## src/rtl/ps2_rx_fifo.sv

```systemverilog
// PS/2 keyboard receiver: synchronised, de-glitched scl/sda, 11-bit frame deframer with
// parity/stop/timeout checks, optional E0/F0 prefix folding, and a first-word-fall-through FIFO.
module ps2_rx_fifo #(
  parameter int unsigned FILT_LEN    = 4,
  parameter int unsigned TIMEOUT_CYC = 100000,
  parameter int unsigned FIFO_DEPTH  = 8,
  parameter bit          DECODE_EN   = 1'b1
) (
  input  logic                          ck,
  input  logic                          reset,
  input  logic                          scl,
  input  logic                          sda,
  input  logic                          rd_en,
  output logic [9:0]                    data_out,
  output logic                          data_valid,
  output logic [$clog2(FIFO_DEPTH):0]   count,
  output logic                          frame_err,
  output logic                          overflow
);

  localparam int unsigned FCW = $clog2(FILT_LEN + 1);
  localparam int unsigned WDW = $clog2(TIMEOUT_CYC + 1);
  localparam int unsigned AW  = $clog2(FIFO_DEPTH);
  localparam int unsigned CW  = AW + 1;

  typedef enum logic [1:0] {ST_IDLE, ST_DATA, ST_PARITY, ST_STOP} state_e;

  // ---------------- input synchronisers and scl glitch filter ----------------
  logic           scl_meta_q, scl_sync_q, sda_meta_q, sda_sync_q;
  logic           scl_filt_q, scl_filt_d;
  logic [FCW-1:0] filt_cnt_q, filt_cnt_d;
  logic           strobe_q, strobe_d;

  always_comb begin
    // NOTE: every always_comb output gets a default first so no path leaves it unassigned (no latch).
    scl_filt_d = scl_filt_q;
    filt_cnt_d = filt_cnt_q;
    strobe_d   = 1'b0;
    if (scl_sync_q == scl_filt_q) begin
      filt_cnt_d = '0;
    end else if (filt_cnt_q == FCW'(FILT_LEN - 1)) begin
      filt_cnt_d = '0;
      scl_filt_d = scl_sync_q;
      strobe_d   = ~scl_sync_q;
    end else begin
      filt_cnt_d = filt_cnt_q + 1'b1;
    end
  end

  // NOTE: sequential state uses non-blocking assignments so every flop samples pre-edge values.
  always_ff @(posedge ck or negedge reset) begin
    if (!reset) begin
      scl_meta_q <= 1'b1;
      scl_sync_q <= 1'b1;
      sda_meta_q <= 1'b1;
      sda_sync_q <= 1'b1;
      scl_filt_q <= 1'b1;
      filt_cnt_q <= '0;
      strobe_q   <= 1'b0;
    end else begin
      scl_meta_q <= scl;
      scl_sync_q <= scl_meta_q;
      sda_meta_q <= sda;
      sda_sync_q <= sda_meta_q;
      scl_filt_q <= scl_filt_d;
      filt_cnt_q <= filt_cnt_d;
      strobe_q   <= strobe_d;
    end
  end

  // ---------------- deframer FSM with watchdog ----------------
  state_e         state_q, state_d;
  logic [2:0]     bit_cnt_q, bit_cnt_d;
  logic [7:0]     shift_q, shift_d;
  logic           par_q, par_d;
  logic [WDW-1:0] wd_q, wd_d;
  logic           byte_evt_q, byte_evt_d;
  logic           frame_err_q, frame_err_d;

  always_comb begin
    state_d     = state_q;
    bit_cnt_d   = bit_cnt_q;
    shift_d     = shift_q;
    par_d       = par_q;
    byte_evt_d  = 1'b0;
    frame_err_d = 1'b0;
    wd_d        = (state_q == ST_IDLE || strobe_q) ? '0 : wd_q + 1'b1;

    if (strobe_q) begin
      unique case (state_q)
        ST_IDLE: if (!sda_sync_q) begin
          state_d   = ST_DATA;
          bit_cnt_d = '0;
        end
        ST_DATA: begin
          shift_d   = {sda_sync_q, shift_q[7:1]};
          bit_cnt_d = bit_cnt_q + 3'd1;
          if (bit_cnt_q == 3'd7) state_d = ST_PARITY;
        end
        ST_PARITY: begin
          par_d   = sda_sync_q;
          state_d = ST_STOP;
        end
        ST_STOP: begin
          if ((^{shift_q, par_q}) && sda_sync_q) byte_evt_d  = 1'b1;
          else                                   frame_err_d = 1'b1;
          state_d = ST_IDLE;
        end
        default: state_d = ST_IDLE;
      endcase
    end else if (state_q != ST_IDLE && wd_q == WDW'(TIMEOUT_CYC - 1)) begin
      // Stalled frame: abandon it without producing a byte.
      state_d     = ST_IDLE;
      frame_err_d = 1'b1;
      wd_d        = '0;
    end
  end

  always_ff @(posedge ck or negedge reset) begin
    if (!reset) begin
      state_q     <= ST_IDLE;
      bit_cnt_q   <= '0;
      shift_q     <= '0;
      par_q       <= 1'b0;
      wd_q        <= '0;
      byte_evt_q  <= 1'b0;
      frame_err_q <= 1'b0;
    end else begin
      state_q     <= state_d;
      bit_cnt_q   <= bit_cnt_d;
      shift_q     <= shift_d;
      par_q       <= par_d;
      wd_q        <= wd_d;
      byte_evt_q  <= byte_evt_d;
      frame_err_q <= frame_err_d;
    end
  end

  // ---------------- prefix decoder and FIFO ----------------
  logic          ext_q, ext_d, brk_q, brk_d;
  logic          push, pop, full, wr_en, ovf_d, ovf_q;
  logic [9:0]    push_data;
  logic [AW-1:0] wr_ptr_q, wr_ptr_d, rd_ptr_q, rd_ptr_d;
  logic [CW-1:0] count_q, count_d;
  logic [9:0]    mem [FIFO_DEPTH];

  always_comb begin
    ext_d     = ext_q;
    brk_d     = brk_q;
    push      = 1'b0;
    push_data = {ext_q, brk_q, shift_q};
    if (frame_err_q) begin
      ext_d = 1'b0;
      brk_d = 1'b0;
    end else if (byte_evt_q) begin
      if (DECODE_EN && shift_q == 8'hE0)      ext_d = 1'b1;
      else if (DECODE_EN && shift_q == 8'hF0) brk_d = 1'b1;
      else begin
        push  = 1'b1;
        ext_d = 1'b0;
        brk_d = 1'b0;
      end
    end

    pop      = rd_en && (count_q != '0);
    full     = (count_q == CW'(FIFO_DEPTH));
    // When full, a simultaneous pop frees the head slot that wr_ptr already points at.
    wr_en    = push && (!full || pop);
    ovf_d    = push && full && !pop;
    wr_ptr_d = wr_en ? wr_ptr_q + 1'b1 : wr_ptr_q;
    rd_ptr_d = pop   ? rd_ptr_q + 1'b1 : rd_ptr_q;
    count_d  = count_q + CW'(wr_en) - CW'(pop);
  end

  always_ff @(posedge ck or negedge reset) begin
    if (!reset) begin
      ext_q    <= 1'b0;
      brk_q    <= 1'b0;
      wr_ptr_q <= '0;
      rd_ptr_q <= '0;
      count_q  <= '0;
      ovf_q    <= 1'b0;
    end else begin
      ext_q    <= ext_d;
      brk_q    <= brk_d;
      wr_ptr_q <= wr_ptr_d;
      rd_ptr_q <= rd_ptr_d;
      count_q  <= count_d;
      ovf_q    <= ovf_d;
    end
  end

  // NOTE: storage array is not reset; occupancy is tracked by count_q, and the output is masked when empty.
  always_ff @(posedge ck) begin
    if (wr_en) mem[wr_ptr_q] <= push_data;
  end

  assign data_out   = (count_q != '0) ? mem[rd_ptr_q] : '0;
  assign data_valid = (count_q != '0);
  assign count      = count_q;
  assign frame_err  = frame_err_q;
  assign overflow   = ovf_q;

endmodule
```

## config.mk

```make
export PLATFORM = sky130hd
export DESIGN_NAME = ps2_rx_fifo
export DESIGN_NICKNAME = d
export VERILOG_FILES = /design/src/rtl/ps2_rx_fifo.sv
export SDC_FILE = /design/constraint.sdc
export NUM_CORES = 1
export LEC_CHECK = 0
export ABC_AREA = 1
export CAP_MARGIN = 25
export CORE_MARGIN = 4
export CORE_UTILIZATION = 65
export DETAILED_ROUTE_END_ITERATION = 10
export GPL_TIMING_DRIVEN = 0
export PLACE_DENSITY = 0.82
export RECOVER_POWER = 25
export SYNTH_ARGS = -nofsm -noshare
export SYNTH_HDL_FRONTEND = slang
export SYNTH_SLANG_ARGS = --single-unit
```

## constraint.sdc

```tcl
create_clock -name ck -period 4.7 [get_ports ck]
set_clock_uncertainty 0.15 [all_clocks]
set_input_delay 0.47 -clock ck [delete_from_list [all_inputs] [get_ports ck]]
set_output_delay 0.47 -clock ck [all_outputs]
set_load 0.05 [all_outputs]
```

==> metrics.txt, run 1 <==
CTS tree done; Cells on Worst Hold Path 0; Slew headroom 34.1%; Mapped Nets 604; H-tree Lvls 4; WL met1 5160 um; WP data required 4.08 ns; critical path launch point type flop; Synth warnings 0; status finished clean; worst slew pin tran 0.985 ns; # port buffers 21; Area contributors post-synth edfxtp_1 (40%), dfrtp_1 (21%), nor2_1 (7.6%), nand2_1 (4.7%), o21ai_0 (3.7%); Leak 0.00278 uW; pre-CTS WS 1.72 ns; slowest cell on the critical path clkdlybuf4s50_1; register area share after synthesis 62.7%; Overall Power roughly 4000 uW; Initial DRT Pass Iterations 6; met3 routed WL 1000 um; setup bufs post-CTS 0; Starting DRT DRC Count 399; row count 34; via/cell ratio 5.91; Post-synth EDFFs 80; Cell Pwr Density 578 nW/um^2; critical path depth 7; crit path cell chain inv_1 -> ha_1 -> nand2_1 -> clkbuf_1 -> o21ai_0 -> nor2_1 -> clkdlybuf4s50_1; unrepaired setup endpoints after global routing false; TritonCTS Sinks ~140; detailed-placement wirelength estimate 8960 um; achievable frequency 280 MHz; # IOs 22; Top FF cell, synth edfxtp_1; Post-Synthesis Mean Instance Area a little over 10 um^2; Fill cells between 500 and 600; setup slack, reg-to-reg about 1.9 ns; delay-heaviest family, CP buffers and inverters; type of the worst setup path reg -> out; post-synthesis async set-or-reset flop share 40.7%; DP Area 6420 um^2; post-synth top area share ~40%; ANT nets after route 0; GP Congestion 0.904; Comb pwr share 32.5%; vias in the first global route 4505; most numerous cell in the Yosys netlist nor2_1; crit path capture type output pin; CTS Hold Buffers Added 1; total track usage 26.1%; initial antenna violation count 0; die area 10900 um^2; Ant. Diodes 0; Worst-path clk slew 0.06 ns; largest net degree at the start of global routing 31; setup violators final 0; clock power share a little over a third; CTS resizes 0; Hold Crit Class reg -> reg; Synth Cell Area 6040 um^2; CP max stage delay 0.83 ns; Reg2Reg Depth 8; sw frac 35.7%; Synth cell types 37; clk_lat worst skew ~0.52 ns; Max VDD drop 0.350 mV; Flop pwr share between 30% and 40%; die height 104 um; maximum root-to-sink buffer count 2; maxcap violations 0; final instance area 7090 um^2; final WL 13500 um; wire length per cell 18.0 um; Yosys reg bits 135; Worst Path Buf+Inv 3; Die Width 104 um; first-pass GRT wire length 21900 um; share of layout cells above drive strength 1 13.1%; Initial Util 67.9%; WHS 0.208 ns; final worst slack 1.12 ns; DR WL met2 7150 um; TNS Setup 0 ns; min cycle time layout 3.58 ns; CTS buffer count 17; top sig layer met4; Final Hold Viols 0; critical path peak fanout 10; DRC errors left 0; # nets final 650; Arr. time, crit path 2.96 ns; DR vias around 4400; Pint 2630 uW; post-route clock period utilization 76.1%; sw power around 1500 uW; core area 8890 um^2; synthesized netlist cell count 583; fin. max-slew vios 0; post-synth top area cell edfxtp_1; synth cell count leaders nor2_1 (123), edfxtp_1 (80), nand2_1 (76); Root Buffer clkbuf_8; Overflow after GRT 0; Syn-to-layout area delta 17.5%
kinds of logic (layout without fill, tap and decap cells):
logic type      count (synthesis)  after routing  synth area share, %
simple gates                  266            266                 19.8
buf+inv                        68            127                 4.33
compound gates                 87             87                 8.17
flops                         135            135                 62.7
xor+xnor                       11             11                 1.60
fa+ha+maj                      16             16                 3.44
path summary, 6_finish.rpt:
check | endpoint | from
max | data_out[4] | count[2]
min reg2reg | scl_sync_q | scl_meta_q
max in group asynchronous | sda_sync_q | reset
max reg2reg | mem[7][8] | shift_q[1]
min | scl_sync_q | scl_meta_q
min in group asynchronous | count[3] | reset
stage by stage:
stage	cells	utilization (%)
after floorplan	583	-
after detailed placement	715	72.2
after CTS	748	79.5
after global routing	750	79.8
after global placement	712	71.8
final	750	79.8
cells in the final DEF (no fill, tap or decap), types with 3 or more instances in the layout:
cell type        Yosys  layout
bufinv_16            0       5
o21ai_1             21      21
nor3_2               4       4
nand3_1             23      23
inv_2               11      11
nor2_4               3       3
nor2_2               3       3
nand2_1             76      76
clkbuf_16            0      16
nor2_1             123     123
dlygate4sd3_1        0       3
o32ai_1             10      10
o21ai_0             45      45
nand4_1              5       5
dfrtp_1             50      50
clkdlybuf4s50_1      0      18
buf_2                5       6
inv_1               39      39
nand2_2              6       6
nor3_1              10      10
clkinv_4             0       3
inv_6                0       3
xor2_1               9       9
ha_1                15      15
edfxtp_1            80      80
nand3_2              4       4
buf_6                0       3
dfstp_2              5       5
clkbuf_1            12      13
a21oi_1              4       4
power by group through the flow:
stage | Sequential [uW] | Combinational, uW | Clock [uW]
6_report | 1350 | 1330 | 1420
5_1_grt | 1350 | 1430 | 1490
4_1_cts | 1340 | 1320 | 1430
3_5_place_dp | 1370 | 1310 | 0
3_3_place_gp | 1360 | 1270 | 0
2_1_floorplan | 1420 | 830 | 0
per-layer routing:
| metal | up-vias | GRT usage (%) |
|---|---|---|
| met5 | - | 0 |
| met2 | 216 | 46.4 |
| met3 | 24 | 5.83 |
| li1 | 2069 | - |
| met4 | 0 | 12.1 |
| met1 | 2121 | 29.9 |
registers in the layout, summed over array words and instances (netlist names):
register and cells:
scl_meta_q 1, scl_filt_q 1, wd_q 17, state_q 2
brk_q 1, frame_err 1, filt_cnt_q 3, par_q 1
mem 80, overflow 1, strobe_q 1, scl_sync_q 1
ext_q 1, bit_cnt_q 3, byte_evt_q 1, count 4
sda_sync_q 1, shift_q 8, sda_meta_q 1, rd_ptr_q 3
wr_ptr_q 3
cell type report:
class	count	area (um^2)	share of cell area, %
multi-input combinational	380	1990	28.1
clock inverter	14	220	3.11
buffer	18	73.8	1.04
inverter	50	188	2.65
timing repair buffer	27	283	3.99
tap	108	135	1.91
sequential	135	3780	53.4
clock buffer	18	418	5.89
No activity file was read; power rests on OpenSTA's default activity.
==> run 2: changes to the inputs <==
- CORE_UTILIZATION: 65 -> 61
- PLACE_DENSITY: 0.82 -> 0.78
- clock period: 4.7 -> 3.6 ns (I/O delays scaled with it)
==> run 2 against run 1 <==
The run now ends with capacitance limit, slew limit left. Critical endpoint is now data_out[9]. Total power is 30% higher. Largest cell class unchanged. First-iteration DRC count down 28%. Core utilization decreased by 6.2 points. Clock power grew 30%. Critical path type unchanged.
==> metrics.txt, run 2 (synthesized netlist as in run 1, its figures left out) <==
Min-Delay Startpoint sda_meta_q; vias in the first global route 4268 (-5.3%); WP data required 3.09 ns (-0.99 ns); Initial DRT Pass Iterations 5 (-1); CTS buffer count 17 (unchanged); final WL 12800 um (-5.2%); Overflow after GRT 0 (unchanged); # port buffers 21 (unchanged); Cell Pwr Density 746 nW/um^2 (+29%); DP Area 6450 um^2 (+0.49%); Root Buffer clkbuf_8; row count 36 (+5.9%); commonest non-fill, non-tap cells in the layout nor2_1 (123), edfxtp_1 (80), nand2_1 (76); post-route clock period utilization 93.3%; Ant. Diodes 0 (unchanged); largest net degree at the start of global routing 29 (-6.5%); Starting DRT DRC Count 289 (-28%); Final Hold Viols 0 (unchanged); DR vias 4317 (-2.6%); post-layout util 73.6% (-6.2 points); critical path startpoint rd_ptr_q[1]; ANT nets after route 0 (unchanged); maximum root-to-sink buffer count 2 (unchanged); Fill cells 654 (+28%); Reg area 3780 um^2 (unchanged); final instance area 7120 um^2 (+0.44%); first-pass GRT wire length 21100 um (-3.8%); multi-input logic area 1990 um^2 (unchanged); Largest regs mem: 80 flops, wd_q: 17 flops, shift_q: 8 flops; Slew headroom -0.505% (-35 points); type of the worst setup path reg -> out; die height 107 um (+3.0%); Worst R2R Start shift_q[1]; H-tree Lvls 4 (unchanged); Leak 0.00277 uW (-0.17%); core area 9680 um^2 (+8.9%); total track usage 24.1% (-2.0 points); setup violators final 0 (unchanged); Die Width 107 um (+3.0%); unrepaired setup endpoints after global routing false; achievable frequency 298 MHz; Worst-path clk slew 0.06 ns (about the same); min cycle time layout 3.36 ns; Max VDD drop 0.486 mV (+39%); share of layout cells above drive strength 1 13.1% (unchanged); critical path peak fanout 10 (unchanged); TritonCTS Sinks 135 (unchanged); Largest register FFs 80 (unchanged); DRC errors left 0 (unchanged); crit path capture type output pin; initial antenna violation count 0 (unchanged); Biggest register mem; GP Congestion 0.924 (+2.3%); Overall Power 5310 uW (+30%); Initial Util 62.3% (-5.6 points); die area 11500 um^2 (+6.0%); via/cell ratio 5.57 (-5.7%); detailed-placement wirelength estimate 8390 um (-6.3%); clk_lat worst skew 0.52 ns (about the same); TNS Setup 0 ns (unchanged); Syn-to-layout area delta 18.0%; critical path launch point type flop; wire length per cell 16.5 um (-8.3%); status complete, but fails checks; # nets final 650 (unchanged); fin. max-slew vios 28 (+28); worst slew pin tran 1.51 ns (+0.523 ns); CTS tree done; Arr. time, crit path 2.85 ns (-0.11 ns); failing checks capacitance limit, slew limit; Hold Crit Class reg -> reg; most common cell after layout, fill and taps aside nor2_1; # IOs 22 (unchanged); maxcap violations 1 (+1)
## run 2: cell count changes in the layout (fill, tap and decap cells not counted), sizes merged
| cell | delta |
|---|---|
| clkinvlp | +1 |
| inv | -1 |
## run 2: power breakdown
group / leakage (uW) / total [uW] / switching, uW / internal, uW
clock network: 0.000306 / 1840 / 642 / 1200
logic: 0.000983 / 1710 / 1180 / 537
registers: 0.00149 / 1750 / 53.8 / 1700
## run 2: per-layer routing
metal | up-vias | track usage, % | part of all wire, %
li1 | 2073 | - | -
met1 | 2066 | 30.1 | 42
met2 | 148 | 40.8 | 51
met3 | 30 | 5.22 | 4.9
met4 | 0 | 10.0 | 2.7
met5 | - | 0 | 0
## run 2: per-stage QoR
step	hold WS [ns]	setup slack [ns]	instances
finish	0.205	0.240	775
global route	0.205	0.0608	775
CTS	0.0768	0.144	773
detailed placement	0.197	0.733	740
global placement	0.196	0.405	737
floorplan	-0.0856	0.566	583
## run 2: layout make-up
type | instances | share of cell area [%]
buffer | 18 | 1.05
sequential | 135 | 53.1
tap | 133 | 2.34
clock buffer | 18 | 5.87
inverter | 50 | 2.63
multi-input combinational | 380 | 27.9
clock inverter | 14 | 3.13
timing repair buffer | 27 | 3.92
## run 2: worst max-delay path: stages (launching register included)
cell and delay (ns):
dfrtp_1 0.43, clkbuf_1 0.46, o21ai_0 0.21, o32ai_1 0.16
nor2_1 0.09, nor2_1 0.16, clkdlybuf4s50_1 0.82
## run 2: worst paths after layout
path | slack, ns | cells past startpoint | endpoint
setup reg to reg | 0.87 | 8 | mem[6][6]
hold reg to reg | 0.20 | 0 | sda_sync_q
hold / removal | 0.20 | 0 | sda_sync_q
setup / recovery | 0.24 | 6 | data_out[9]
min in group asynchronous | 0.59 | 2 | wd_q[0]
max in group asynchronous | 1.82 | 3 | scl_filt_q
## run 2: what timing repair did
action                                  CTS  global route
endpoints found under the setup margin    0             2
gates resized for setup                   0             2
hold buffers                              1             0
setup buffers                             0             0
hold endpoints to repair                 25             0
==> run 3: changes to the inputs <==
- ABC_AREA: 1 -> not set
- CORE_UTILIZATION: 61 -> 60
- PLACE_DENSITY: 0.78 -> 0.77
==> run 3 against run 2 <==
The flow now finishes without violations. Cell count fell by 27%. Register-to-register slack got worse by 0.12 ns. Sequential power rose by 5%. Worst hold slack improved by 0.0044 ns. Count of clock-buffer cells in the layout rose by 1. Die area fell by 3.3%. Via count fell by 25%. Routed wire length fell by 19%. Combinational power fell by 31%. Critical path type unchanged.
==> metrics.txt, run 3 <==
status finished clean; CTS tree done; initial antenna violation count 0 (unchanged); GP Congestion 0.761 (-18%); WP data required 3.09 ns (about the same); H-tree Lvls 4 (unchanged); Post-synth EDFFs 80 (unchanged); Worst R2R Start shift_q[2]; post-synthesis async set-or-reset flop share 40.7% (unchanged); most common cell after layout, fill and taps aside edfxtp_1; # port buffers 21 (unchanged); crit path cell chain clkbuf_1 -> mux4_2 -> mux2i_1 -> nor2_1 -> clkdlybuf4s50_1; DRC errors left 0 (unchanged); Synth warnings 0 (unchanged); Hold Crit Class reg -> reg; Reg2Reg Depth 6 (-2); slowest cell on the critical path clkdlybuf4s50_1; wire length per cell 18.4 um (+11%); final instance area 6710 um^2 (-5.8%); RR Endpoint mem[7][7]; ANT nets after route 0 (unchanged); min cycle time layout 3.33 ns (-0.0311 ns); setup violators final 0 (unchanged); largest net degree at the start of global routing 36 (+24%); fin. max-slew vios 0 (-100%); post-synth top area cell edfxtp_1; Fill cells 599 (-8.4%); Top FF cell, synth edfxtp_1; Initial DRT Pass Iterations 4 (-1); setup slack, reg-to-reg 0.75 ns (-0.12 ns); maxcap violations 0 (-1); die area 11200 um^2 (-3.3%); die height 106 um (-1.7%); # nets final 445 (-32%); Initial Util 61.7% (-0.64 points); TNS Setup 0 ns (unchanged); share of layout cells above drive strength 1 17.4% (+4.3 points); pre-CTS WS 0.628 ns (-0.105 ns); Overflow after GRT 0 (unchanged); CTS buffer count 17 (unchanged); Slew headroom 19.2% (+20 points); final WL 10400 um (-19%); critical path launch point type flop; WHS 0.209 ns (+0.00440 ns); maximum root-to-sink buffer count 2 (unchanged); commonest non-fill, non-tap cells in the layout edfxtp_1 (80), dfrtp_1 (50), nor2_1 (41); post-layout util 72.3% (-1.3 points); Starting DRT DRC Count 130 (-55%); Ant. Diodes 0 (unchanged); final worst slack 0.271 ns (+0.0311 ns); CP endpoint data_out[5]; Post-Synthesis Mean Instance Area 15.0 um^2 (+45%); type of the worst setup path reg -> out; Arr. time, crit path 2.82 ns (-0.03 ns); Synth cell types 43 (+16%); Synth Cell Area 5730 um^2 (-5.1%); Max VDD drop 0.408 mV (-16%); post-synth top area share 41.9% (+2.1 points); Yosys reg bits 135 (unchanged); Syn-to-layout area delta 17.2%; Mapped Nets 402 (-33%); DR vias 3238 (-25%); Leak 0.00264 uW (-4.9%); Final Hold Viols 0 (unchanged); clk_lat worst skew 0.51 ns (about the same); # IOs 22 (unchanged); Root Buffer clkbuf_8; Cell Pwr Density 690 nW/um^2 (-7.5%); Largest regs mem: 80 flops, wd_q: 17 flops, shift_q: 8 flops; DP Area 6150 um^2 (-4.7%); synthesized netlist cell count 381 (-35%); critical path peak fanout 10 (unchanged); Biggest register mem; CP max stage delay 0.82 ns (about the same); crit path capture type output pin; vias in the first global route 3414 (-20%); post-route clock period utilization 92.5% (-0.86 points); Die Width 106 um (-1.7%); critical path startpoint rd_ptr_q[1]; TritonCTS Sinks 135 (unchanged); Area contributors post-synth edfxtp_1 (42%), dfrtp_1 (22%), mux4_2 (7.9%), ha_1 (3.3%), nor2_1 (2.7%); via/cell ratio 5.72 (+2.7%); synth cell count leaders edfxtp_1 (80), dfrtp_1 (50), nor2_1 (41); achievable frequency 300 MHz (+0.93%); setup bufs post-CTS 0 (unchanged); register area share after synthesis 66.1% (+3.4 points); worst slew pin tran 1.21 ns (-0.296 ns); Largest register FFs 80 (unchanged); detailed-placement wirelength estimate 6590 um (-21%); core area 9280 um^2 (-4.1%); total track usage 20.7% (-3.3 points); most numerous cell in the Yosys netlist edfxtp_1; row count 35 (-2.8%); Worst-path clk slew 0.06 ns (about the same); unrepaired setup endpoints after global routing false; first-pass GRT wire length 17600 um (-17%)
[run 3: cell types whose count changed in the layout (fill, tap and decap cells not counted), moves of 11 or more]
cell     previous run  this run
o21ai_1            21         0
inv_2              11         0
o21ai_0            45         8
nor2_1            123        41
xnor2_1             2        17
inv_1              39        12
nand2_1            76        22
mux4_2              0        20
[run 3: worst min-delay path by stage]
stage / startpoint / end / slack, ns / cells past startpoint
floorplan: reset / bit_cnt_q[0] / -0.09 / 0
global placement: scl_meta_q / scl_sync_q / 0.20 / 0
detailed placement: scl_meta_q / scl_sync_q / 0.20 / 0
CTS: sda / sda_meta_q / 0.09 / 1
global route: scl_meta_q / scl_sync_q / 0.22 / 0
finish: sda_meta_q / sda_sync_q / 0.21 / 0
[run 3: logic make-up (layout without fill, tap and decap cells)]
family / count (synthesis) / in the layout / share of synthesized area, %
flip-flops: 135 / 135 / 66.1
multiplexers: 39 / 39 / 11.4
buffers and inverters: 23 / 79 / 1.64
adder cells (fa/ha/maj): 16 / 16 / 3.63
AO/OA/AOI/OAI: 24 / 24 / 2.75
AND/OR/NAND/NOR: 115 / 115 / 9.83
XOR/XNOR: 29 / 29 / 4.68
[run 3: what timing repair did]
action / CTS / global route
resized for setup: 0 / 0
endpoints found under the hold margin: 20 / 0
hold buffers: 1 / 0
[run 3: metrics by stage]
stage,total power [uW],std cells
floorplan,2730,381
global placement,3020,531
detailed placement,3060,533
CTS,4670,566
global route,4860,566
finish,4630,566
[run 3: cell type report]
class / count / area, um^2 / area share (%)
Sequential cell: 135 / 3780 / 56.4
Multi-Input combinational cell: 223 / 1870 / 27.9
Clock buffer: 19 / 422 / 6.28
Timing Repair Buffer: 24 / 241 / 3.60
Tap cell: 129 / 161 / 2.41
Clock inverter: 13 / 133 / 1.98
Buffer: 11 / 48.8 / 0.727
Inverter: 12 / 45.0 / 0.671
[run 3: worst max-delay path: cells and delay by family (launching register included)]
| family | cells | cell delay [ns] |
|---|---|---|
| and+or+nand+nor | 1 | 0.11 |
| muxes | 2 | 0.44 |
| DFF | 1 | 0.39 |
| buffers and inverters | 2 | 1.37 |
[run 3: report_power, final]
part	total (uW)	internal [uW]	switching, uW
clock network	1610	980	629
logic	1180	478	702
registers	1840	1740	97.8
[run 3: layer usage]
layer / wire length, um / vias up / track usage (%)
li1: - / 1490 / -
met1: 4370 / 1649 / 26.8
met2: 5410 / 83 / 35.2
met3: 487 / 16 / 3.67
met4: 149 / 0 / 7.96
met5: 0 / - / 0
